$ cat src/rtl/find_leading_one_pipe_if.sv
// Handshake bus for find_leading_one_pipe: input word/mode side and result side.
// slave is the detector's view, master is the producer/consumer view.
interface find_leading_one_pipe_if #(
   parameter int WIDTH = 32,
   parameter int POS_W = $clog2(WIDTH),
   parameter int CNT_W = $clog2(WIDTH) + 1
);
   logic             i_valid;
   logic             o_ready;
   logic [WIDTH-1:0] i_data;
   logic             i_mode;
   logic             o_valid;
   logic             i_ready;
   logic [POS_W-1:0] o_pos;
   logic [CNT_W-1:0] o_count;
   logic             o_zero;
   logic [WIDTH-1:0] o_norm;

   modport slave  (input  i_valid, i_data, i_mode, i_ready,
                   output o_ready, o_valid, o_pos, o_count, o_zero, o_norm);
   modport master (output i_valid, i_data, i_mode, i_ready,
                   input  o_ready, o_valid, o_pos, o_count, o_zero, o_norm);
endinterface

$ cat src/rtl/find_leading_one_pipe.sv
// Two-stage leading/trailing-one detector: S1 picks the group, S2 finds the bit.
// Define FIND_LEADING_ONE_NORM_EN to build the normalising shifter in S2.
module find_leading_one_pipe #(
   parameter int WIDTH   = 32,
   parameter int GROUP_W = 8,
   parameter int POS_W   = $clog2(WIDTH),
   parameter int CNT_W   = $clog2(WIDTH) + 1
) (
   input  logic                   clk,
   input  logic                   rst_n,
   find_leading_one_pipe_if.slave bus
);
   localparam int NG   = WIDTH / GROUP_W;
   localparam int GI_W = $clog2(NG);
   localparam int GP_W = $clog2(GROUP_W);

   // handshake
   logic w_s1_ld, w_s2_ld;
   logic r_s1_vld, r_o_valid;

   assign w_s2_ld     = !r_o_valid || bus.i_ready;
   assign w_s1_ld     = !r_s1_vld || w_s2_ld;
   assign bus.o_ready = w_s1_ld;
   assign bus.o_valid = r_o_valid;

   // S1: coarse search over group OR vector
   logic [NG-1:0]    w_gor;
   logic [GI_W-1:0]  w_gidx;
   logic [WIDTH-1:0] r_s1_data;
   logic             r_s1_mode;
   logic [NG-1:0]    r_s1_gor;
   logic [GI_W-1:0]  r_s1_gidx;

   for (genvar g = 0; g < NG; g++) begin : g_or
      assign w_gor[g] = |bus.i_data[g*GROUP_W +: GROUP_W];
   end

   // last hit wins: scan upward for the highest group, downward for the lowest
   always_comb begin
      w_gidx = '0;
      if (bus.i_mode) begin
         for (int g = NG-1; g >= 0; g--) if (w_gor[g]) w_gidx = GI_W'(g);
      end else begin
         for (int g = 0; g < NG; g++) if (w_gor[g]) w_gidx = GI_W'(g);
      end
   end

   always_ff @(posedge clk or negedge rst_n) begin
      if (!rst_n) begin
         r_s1_vld  <= 1'b0;
         r_s1_data <= '0;
         r_s1_mode <= 1'b0;
         r_s1_gor  <= '0;
         r_s1_gidx <= '0;
      end else if (w_s1_ld) begin
         r_s1_vld <= bus.i_valid;
         if (bus.i_valid) begin
            r_s1_data <= bus.i_data;
            r_s1_mode <= bus.i_mode;
            r_s1_gor  <= w_gor;
            r_s1_gidx <= w_gidx;
         end
      end
   end

   // S2: fine search inside the selected group
   logic [GROUP_W-1:0] w_grp;
   logic [GP_W-1:0]    w_bidx;
   logic               w_zero;
   logic [POS_W-1:0]   w_pos;
   logic [CNT_W-1:0]   w_cnt;

   assign w_grp = r_s1_data[r_s1_gidx*GROUP_W +: GROUP_W];

   always_comb begin
      w_bidx = '0;
      if (r_s1_mode) begin
         for (int b = GROUP_W-1; b >= 0; b--) if (w_grp[b]) w_bidx = GP_W'(b);
      end else begin
         for (int b = 0; b < GROUP_W; b++) if (w_grp[b]) w_bidx = GP_W'(b);
      end
   end

   assign w_zero = ~|r_s1_gor;
   assign w_pos  = w_zero ? '0 : {r_s1_gidx, w_bidx};
   assign w_cnt  = w_zero    ? CNT_W'(WIDTH) :
                   r_s1_mode ? {1'b0, w_pos} : CNT_W'(WIDTH-1) - {1'b0, w_pos};

   logic [POS_W-1:0] r_o_pos;
   logic [CNT_W-1:0] r_o_count;
   logic             r_o_zero;

   always_ff @(posedge clk or negedge rst_n) begin
      if (!rst_n) begin
         r_o_valid <= 1'b0;
         r_o_pos   <= '0;
         r_o_count <= '0;
         r_o_zero  <= 1'b0;
      end else if (w_s2_ld) begin
         r_o_valid <= r_s1_vld;
         if (r_s1_vld) begin
            r_o_pos   <= w_pos;
            r_o_count <= w_cnt;
            r_o_zero  <= w_zero;
         end
      end
   end

   assign bus.o_pos   = r_o_pos;
   assign bus.o_count = r_o_count;
   assign bus.o_zero  = r_o_zero;

`ifdef FIND_LEADING_ONE_NORM_EN
   // an all-zero word shifts to zero on its own, no special case needed
   logic [WIDTH-1:0] w_norm, r_o_norm;
   assign w_norm = r_s1_mode ? (r_s1_data >> w_cnt) : (r_s1_data << w_cnt);

   always_ff @(posedge clk or negedge rst_n) begin
      if (!rst_n)                    r_o_norm <= '0;
      else if (w_s2_ld && r_s1_vld)  r_o_norm <= w_norm;
   end
   assign bus.o_norm = r_o_norm;
`else
   assign bus.o_norm = '0;
`endif

endmodule
$ cat src/flat_wrapper.sv
// flat-port wrapper written by rule: the top's interface ports become plain ports
module find_leading_one_pipe_flat 
#(
   parameter int WIDTH   = 32,
   parameter int GROUP_W = 8,
   parameter int POS_W   = $clog2(WIDTH),
   parameter int CNT_W   = $clog2(WIDTH) + 1
)
  (clk, rst_n, bus_i_valid, bus_i_data, bus_i_mode, bus_i_ready, bus_o_ready, bus_o_valid, bus_o_pos, bus_o_count, bus_o_zero, bus_o_norm);
  find_leading_one_pipe_if #(.WIDTH(WIDTH), .POS_W(POS_W), .CNT_W(CNT_W)) bus_i ();
  input  logic clk;
  input  logic rst_n;
  input wire logic [$bits(bus_i.i_valid)-1:0] bus_i_valid;
  input wire logic [$bits(bus_i.i_data)-1:0] bus_i_data;
  input wire logic [$bits(bus_i.i_mode)-1:0] bus_i_mode;
  input wire logic [$bits(bus_i.i_ready)-1:0] bus_i_ready;
  output wire logic [$bits(bus_i.o_ready)-1:0] bus_o_ready;
  output wire logic [$bits(bus_i.o_valid)-1:0] bus_o_valid;
  output wire logic [$bits(bus_i.o_pos)-1:0] bus_o_pos;
  output wire logic [$bits(bus_i.o_count)-1:0] bus_o_count;
  output wire logic [$bits(bus_i.o_zero)-1:0] bus_o_zero;
  output wire logic [$bits(bus_i.o_norm)-1:0] bus_o_norm;
  assign bus_i.i_valid = bus_i_valid;
  assign bus_i.i_data = bus_i_data;
  assign bus_i.i_mode = bus_i_mode;
  assign bus_i.i_ready = bus_i_ready;
  assign bus_o_ready = bus_i.o_ready;
  assign bus_o_valid = bus_i.o_valid;
  assign bus_o_pos = bus_i.o_pos;
  assign bus_o_count = bus_i.o_count;
  assign bus_o_zero = bus_i.o_zero;
  assign bus_o_norm = bus_i.o_norm;
  find_leading_one_pipe #(.WIDTH(WIDTH), .GROUP_W(GROUP_W), .POS_W(POS_W), .CNT_W(CNT_W)) u_core (.clk(clk), .rst_n(rst_n), .bus(bus_i));
endmodule
$ cat config.mk
export PLATFORM = sky130hd
export DESIGN_NAME = find_leading_one_pipe_flat
export DESIGN_NICKNAME = d
export VERILOG_FILES = /design/src/rtl/find_leading_one_pipe_if.sv /design/src/rtl/find_leading_one_pipe.sv /design/src/flat_wrapper.sv
export SDC_FILE = /design/constraint.sdc
export NUM_CORES = 1
export LEC_CHECK = 0
export ABC_AREA = 1
export ABC_CLOCK_PERIOD_IN_PS = 1900
export CAP_MARGIN = 20
export CORE_MARGIN = 4
export CORE_UTILIZATION = 45
export CTS_BUF_LIST = sky130_fd_sc_hd__clkbuf_16
export DETAILED_ROUTE_END_ITERATION = 12
export PLACE_DENSITY = 0.77
export SLEW_MARGIN = 20
export SYNTH_ARGS = -nofsm -noshare
export SYNTH_HDL_FRONTEND = slang
export SYNTH_SLANG_ARGS = --single-unit
$ cat constraint.sdc
create_clock -name clk -period 1.9 [get_ports clk]
set_input_delay 0.57 -clock clk [delete_from_list [all_inputs] [get_ports clk]]
set_output_delay 0.57 -clock clk [all_outputs]
set_load 0.005 [all_outputs]
# Word level (Yosys, flattened, before mapping)
# Index checks and enable logic that the tools add are counted.
# W data, S select, Z words.
[word_totals]
register_bits = 53
in_bits = 37
out_inout_bits = 46
word_cells = 50
[classes]
muxes = 27
n_reduce_logical = 12
shift = 1
add_sub_neg = 1
[op_table]
columns = ["cell", "n"]
rows = [
  ["$mux W3", 13],
  ["$reduce_or A8 Y1", 4],
  ["$shiftx A32 B6 Y8", 1],
  ["$mux W2", 9],
  ["$mux W6", 2],
  ["$sub A5 B5 Y6 const A", 1],
  ["$mux W5", 1],
  ["$reduce_and A2 Y1", 2],
  ["$reduce_or A4 Y1", 1],
  ["$logic_not A1 Y1", 3],
  ["$logic_or A1 B1 Y1", 2],
  ["$mux W1", 2],
]

# Longest topological paths before layout
# Gate-level depths: netlist (run 1).
[logic_depth]
ltp_word = 14
depth_mapped = 16
mapped_depth_nobuf = 14

# Worst setup path after synthesis (run 1)
# OpenSTA, ideal clock, no wires.
[synth_timing]
path_type = "input to register"
from = "in bus_i_data[9]"
to = "reg u_core.r_s1_gidx[0]"
arrival_time_ps = 1362
setup_ps = 131
path_stages = 6
path_buffers = 0
required_time_ps = 1769
slack_ps = 407
path_cell_list = "nor4_1 -> nand2_1 -> o21ai_0 -> o21ai_0 -> o21ai_0 -> o21ai_0"
[synth_between]
elab_chain_cells = 5
word_cells_on_any_way = 7
classes_between = "6 x mux; 1 x reduce/logical"
[synth_rtl]
columns = ["item", "line_no", "text"]
rows = [
  ["start: declaration", "flat_wrapper.sv:14", "input wire logic [$bits(bus_i.i_data)-1:0] bus_i_data;"],
  ["$reduce_or A8 Y1 *", "find_leading_one_pipe.sv:35", "assign w_gor[g] = |bus.i_data[g*GROUP_W +: GROUP_W];"],
  ["$mux W1", "find_leading_one_pipe.sv:44", "for (int g = 0; g < NG; g++) if (w_gor[g]) w_gidx = GI_W'(g);"],
  ["$mux W2 (2 in series)", "find_leading_one_pipe.sv:44", ""],
  ["$mux W2 *", "find_leading_one_pipe.sv:41", "if (bus.i_mode) begin"],
  ["end signal: assignment", "find_leading_one_pipe.sv:61", "r_s1_gidx <= w_gidx;"],
  ["end: declaration", "find_leading_one_pipe.sv:32", "logic [GI_W-1:0] r_s1_gidx;"],
]
# Every way passes the cells marked *; elsewhere a longest branch is shown, timed or not.
# A chain may end at the register's enable or synchronous reset.

# Worst setup path in the final report (run 1)
[layout_timing]
from = "in bus_i_ready"
to = "out bus_o_ready"
[layout_between]
elab_chain_cells = 2
[layout_rtl]
columns = ["item", "line_no", "text"]
rows = [
  ["start: declaration", "flat_wrapper.sv:16", "input wire logic [$bits(bus_i.i_ready)-1:0] bus_i_ready;"],
  ["$logic_or A1 B1 Y1", "find_leading_one_pipe.sv:21", "assign w_s2_ld = !r_o_valid || bus.i_ready;"],
  ["$logic_or A1 B1 Y1", "find_leading_one_pipe.sv:22", "assign w_s1_ld = !r_s1_vld || w_s2_ld;"],
  ["end: declaration", "flat_wrapper.sv:17", "output wire logic [$bits(bus_i.o_ready)-1:0] bus_o_ready;"],
]
# Every way passes these cells.

==> impl_metrics.env, run 1 <==
export IMPL_drt_wl_total_um=6150
export IMPL_drc=0
export IMPL_post_cts_buffers=0
export IMPL_grt_antenna_before_repair=0
export IMPL_cap_violations=0
export IMPL_cts_buffers=5
export IMPL_post_route_min_period_ns=1.83
export IMPL_final_setup_skew_ns=0.00433
export IMPL_grt_overflow_total=0
export IMPL_yosys_warnings=0
export IMPL_dieArea_um2=7540
export IMPL_clock_root_buffer="clkbuf_16"
export IMPL_grt_pass1_wl_um=9740
export IMPL_clk_latency_ns=0.29
export IMPL_drt_iter0_markers=168
export IMPL_synthMuxAreaShare=0
export IMPL_critPathKind="in -> out"
export IMPL_cp_slowest_cell="clkdlybuf4s50_1"
export IMPL_avgSynthCellArea_um2=7.64
export IMPL_rows=28
export IMPL_synth_xor_area_share=0.00626
export IMPL_setup_tns_ns=0
export IMPL_h_tree_depth=2
export IMPL_hold_path_class="in -> async"
export IMPL_crit_buf_inv=3
export IMPL_power_density_nw_per_um2=987
export IMPL_ys_flop_type="dfrtp_1"
export IMPL_most_common_layout_cells="nand2_1, dfrtp_1, clkdlybuf4s50_1"
export IMPL_crit_chain="clkdlybuf4s50_1, inv_1, nand3_2, buf_2"
export IMPL_vias=2392
export IMPL_cpPeakStageDelay_ns=0.46
export IMPL_power_leakage_nw=1.81
export IMPL_yosysSeqAreaShare=0.465
export IMPL_finalHoldViolations=0
export IMPL_io_pins=83
export IMPL_dr_pass1_iters=4
export IMPL_worst_path_max_fanout=2
export IMPL_final_common_cell="nand2_1"
export IMPL_clk_path_buf_depth=2
export IMPL_die_y_um=86.9
export IMPL_yosysUniqueCellTypes=27
export IMPL_core_um2=5990
export IMPL_synth_fa_ha_area_frac=0
export IMPL_fill_cells=558
export IMPL_finalPower_w=0.00352
export IMPL_die_w_um=86.9
export IMPL_cts_sinks=52
export IMPL_synth_top_family_by_area="simple AND/OR/NAND/NOR gates"
export IMPL_ir_drop_mv=0.539
export IMPL_initial_utilization=0.467
export IMPL_setup_viol=0
export IMPL_synth_compound_area_share=0.0823
export IMPL_routabilityCongestion=0.873
export IMPL_synth_edf_count=0
export IMPL_drive_gt1_frac=0.127
export IMPL_port_buffers=50
export IMPL_final_max_slew_viol_count=0
export IMPL_ant_nets=0
export IMPL_cp_required_ns=1.33
export IMPL_synthCells=366
export IMPL_cp_end_kind="primary output"
export IMPL_cp_top_family="buffers and inverters"
export IMPL_worst_r2r_setup_slack_ns=0.20
export IMPL_wl_per_cell_um=12.1
export IMPL_grt_start_max_net_pins=25
export IMPL_synth_async_reset_ratio=1.00
export IMPL_globalRouteTotalUtil=0.167
export IMPL_max_freq_ghz=0.547
export IMPL_clkTransAtPathRegs_ns=0.07
export IMPL_areaGrowthSynthToFinish_pct=27.3
export IMPL_cts_tree="done"
export IMPL_synth_simple_area_share=0.285
export IMPL_hpwl_um=4760
export IMPL_antenna_cells=0
export IMPL_synth_area_um2=2800
export IMPL_rsz0062_at_grt="no"
export IMPL_synth_seq_cells=52
export IMPL_finalCritPeriodShare=0.961
export IMPL_outcome="completed"
export IMPL_final_nets=469
export IMPL_grt_pass1_vias=2201
export IMPL_arrival_ns=1.26
export IMPL_utilization=0.594
export IMPL_viasPerCell=4.71
export IMPL_start_kind="input pin"
final cells by class:
class                      instances  area [um2]  area share
multi-input combinational        270        1190       0.334
clock inverter                     3        37.5      0.0105
clock buffer                       5         125      0.0351
inverter                          28         110      0.0309
sequential                        52        1300       0.365
timing repair buffer              75         703       0.197
tap                               75        93.8      0.0264
per-layer routing:
metal | wire length [um] | global-route usage | part of all wire
met5 | 0 | 0 | 0
met4 | 98 | 0.0609 | 0.016
met2 | 3100 | 0.288 | 0.50
met3 | 396 | 0.0426 | 0.064
met1 | 2560 | 0.200 | 0.42
logic make-up after synthesis:
family,after synthesis
and+or+nand+nor,195
other,1
buffers and inverters,75
xor gates and xnor gates,2
DFF,52
AOI/OAI and AO/OA,41
synth_stat cells (4+ instances only):
library cell / instances / share of area
nand2_1: 151 / 0.20
dfrtp_1: 52 / 0.47
buf_4: 34 / 0.091
o21ai_0: 28 / 0.050
inv_1: 24 / 0.032
nand3_1: 17 / 0.030
nor2_1: 9 / 0.012
nand2_2: 7 / 0.016
nor4_1: 7 / 0.016
buf_2: 5 / 0.0089
a21oi_1: 4 / 0.0072
clkbuf_1: 4 / 0.0054
metrics by stage:
step                      cells  hold slack (ns)  setup slack, ns  area, um2
after global routing        508            0.215           0.0277       3560
after global placement      500            0.462           -0.313       3380
after floorplan             397            0.274            0.407       2910
after detailed placement    500            0.467           -0.334       3380
final                       508            0.190           0.0732       3560
after CTS                   508            0.197           0.0733       3540
timing repair:
item | CTS | global route
hold buffers | 0 | 0
endpoints found under the setup margin | 1 | 1
resized for setup | 5 | 4
pin swaps | 0 | 1
gates cloned | 0 | 0
report_power, final:
group	leakage [nW]	internal [W]	total (W)	switching, W
Clock	0.0789	0.000613	0.00100	0.000390
Combinational	1.10	0.000513	0.00106	0.000552
Sequential	0.624	0.00132	0.00145	0.000129
Total	1.81	0.00244	0.00352	0.00107
worst register-to-register path: stages, from the launching register on:
cell and delay [ns]:
dfrtp_1 0.54, buf_4 0.23, nand2_1 0.06, nand3_1 0.08, nand2_1 0.10, nand2_1 0.09
nand2_1 0.06, nand2_1 0.06, nand2_1 0.05, nand2_1 0.05, nand2_1 0.05, nand2_1 0.05
nand2_1 0.06, nand2_1 0.08, nand2_1 0.04
final timing paths:
path | cells after the start | startpoint | end
setup / recovery | 4 | bus_i_ready | bus_o_ready
hold / removal | 1 | rst_n | u_core.r_s1_data[7]$_DFFE_PN0P_
setup reg to reg | 14 | u_core.r_s1_gidx[0]$_DFFE_PN0P_ | u_core.bus.o_pos[0]$_DFFE_PN0P_
hold reg to reg | 2 | u_core.bus.o_pos[1]$_DFFE_PN0P_ | u_core.bus.o_pos[1]$_DFFE_PN0P_
max in group asynchronous | 2 | rst_n | u_core.bus.o_pos[0]$_DFFE_PN0P_
min in group clk | 2 | u_core.bus.o_pos[1]$_DFFE_PN0P_ | u_core.bus.o_pos[1]$_DFFE_PN0P_
state kept, by name, summed over array words and instances (netlist names):
signal              cells
u_core.r_s1_data       32
u_core.bus.o_count      5
u_core.bus.o_pos        5
u_core.r_s1_gor         4
u_core.r_s1_gidx        2
u_core.bus.o_valid      1
u_core.bus.o_zero       1
u_core.r_s1_mode        1
u_core.r_s1_vld         1
(Power assumes the default switching activity.)
==> run 2: changes to the inputs <==
CORE_MARGIN = 5   (was 4)
CTS_CLUSTER_DIAMETER = 120   (was default)
SLEW_MARGIN = default   (was 20)
==> impl_metrics.env, run 2 (same netlist as run 1, synthesis figures left out) <==
export IMPL_hold_buffers=0
export IMPL_power_leakage_nw=1.83
export IMPL_cts_buffers=5
export IMPL_ant_nets=0
export IMPL_power_density_nw_per_um2=986
export IMPL_io_pins=83
export IMPL_max_freq_ghz=0.541
export IMPL_vias=2402
export IMPL_start_kind="input pin"
export IMPL_final_setup_skew_ns=0.0104
export IMPL_top_register="u_core.r_s1_data"
export IMPL_grt_start_max_net_pins=25
export IMPL_final_area_um2=3600
export IMPL_whs_ns=0.229
export IMPL_initial_utilization=0.467
export IMPL_h_tree_depth=2
export IMPL_drt_wl_total_um=6320
export IMPL_clkTransAtPathRegs_ns=0.07
export IMPL_drive_gt1_frac=0.131
export IMPL_die_w_um=88.9
export IMPL_clk_path_buf_depth=2
export IMPL_die_y_um=88.9
export IMPL_dieArea_um2=7890
export IMPL_globalRouteTotalUtil=0.171
export IMPL_final_max_slew_viol_count=0
export IMPL_hpwl_um=4970
export IMPL_arrival_ns=1.28
export IMPL_place_area_um2=3420
export IMPL_grt_pass1_vias=2349
export IMPL_hold_path_class="in -> async"
export IMPL_antenna_cells=0
export IMPL_final_common_cell="nand2_1"
export IMPL_port_buffers=50
export IMPL_finalHoldViolations=0
export IMPL_setup_tns_ns=0
export IMPL_post_route_min_period_ns=1.85
export IMPL_clk_latency_ns=0.29
export IMPL_rows=28
export IMPL_finalPower_w=0.00355
export IMPL_grt_antenna_before_repair=0
export IMPL_core_um2=5990
export IMPL_outcome="completed"
export IMPL_ir_drop_mv=0.544
export IMPL_critPathKind="in -> out"
export IMPL_most_common_layout_cells="nand2_1, dfrtp_1, clkdlybuf4s50_1"
export IMPL_final_nets=471
export IMPL_grt_overflow_total=0
export IMPL_cap_violations=0
export IMPL_grt_pass1_wl_um=10400
export IMPL_clock_root_buffer="clkbuf_16"
export IMPL_rsz0062_at_grt="no"
export IMPL_dr_pass1_iters=4
export IMPL_viasPerCell=4.71
export IMPL_setup_viol=0
export IMPL_worst_path_max_fanout=2
export IMPL_utilization=0.601
export IMPL_wl_per_cell_um=12.4
export IMPL_areaGrowthSynthToFinish_pct=28.7
export IMPL_cp_end_kind="primary output"
export IMPL_cp_required_ns=1.33
export IMPL_largest_reg_flops=32
export IMPL_routabilityCongestion=0.832
export IMPL_cts_sinks=52
export IMPL_drc=0
export IMPL_drt_iter0_markers=164
export IMPL_finalCritPeriodShare=0.973
export IMPL_cts_tree="done"
## run 2: layout make-up
cell class,count,area (um2)
Tap cell,75,93.8
Inverter,28,110
Multi-Input combinational cell,270,1180
Fill cell,537,2390
Clock buffer,5,125
Sequential cell,52,1300
Timing Repair Buffer,77,743
Clock inverter,3,47.5
## run 2: layer usage
| layer | part of all wire | global-route usage |
|---|---|---|
| met1 | 0.41 | 0.209 |
| met2 | 0.51 | 0.300 |
| met3 | 0.059 | 0.0363 |
| met4 | 0.016 | 0.0549 |
| met5 | 0 | 0 |
## run 2: power by group
part / internal (W) / total (W) / switching, W
combinational: 0.000518 / 0.00107 / 0.000553
clock: 0.000625 / 0.00102 / 0.000395
sequential: 0.00132 / 0.00146 / 0.000139
total: 0.00246 / 0.00355 / 0.00109
## run 2: final timing paths
| check | start | to | slack [ns] | depth (start not counted) |
|---|---|---|---|---|
| min reg2reg | u_core.r_s1_data[29]$_DFFE_PN0P_ | u_core.r_s1_data[29]$_DFFE_PN0P_ | 0.49 | 2 |
| max in group asynchronous | rst_n | u_core.r_s1_data[16]$_DFFE_PN0P_ | 1.20 | 2 |
| max | bus_i_ready | bus_o_ready | 0.05 | 4 |
| max reg2reg | u_core.r_s1_gidx[0]$_DFFE_PN0P_ | u_core.bus.o_pos[0]$_DFFE_PN0P_ | 0.19 | 14 |
| min in group clk | u_core.r_s1_data[29]$_DFFE_PN0P_ | u_core.r_s1_data[29]$_DFFE_PN0P_ | 0.49 | 2 |
| min | rst_n | u_core.r_s1_data[12]$_DFFE_PN0P_ | 0.23 | 1 |
## run 2: repair_timing
item | 4_1_cts | 5_1_grt
resized for setup | 4 | 4
buffers inserted | 0 | 0
endpoints found under the setup margin | 1 | 2
pin swaps | 0 | 1
## run 2: through the flow
step,setup slack [ns],std cells
CTS,0.0291,510
global placement,-0.318,502
global route,0.0000466,510
finish,0.0505,510
floorplan,0.407,397
detailed placement,-0.340,502
## run 2: worst max-delay path, cell delays in order
cell and delay (ns):
clkdlybuf4s50_1 0.46, inv_1 0.05, nand3_1 0.08, buf_2 0.12
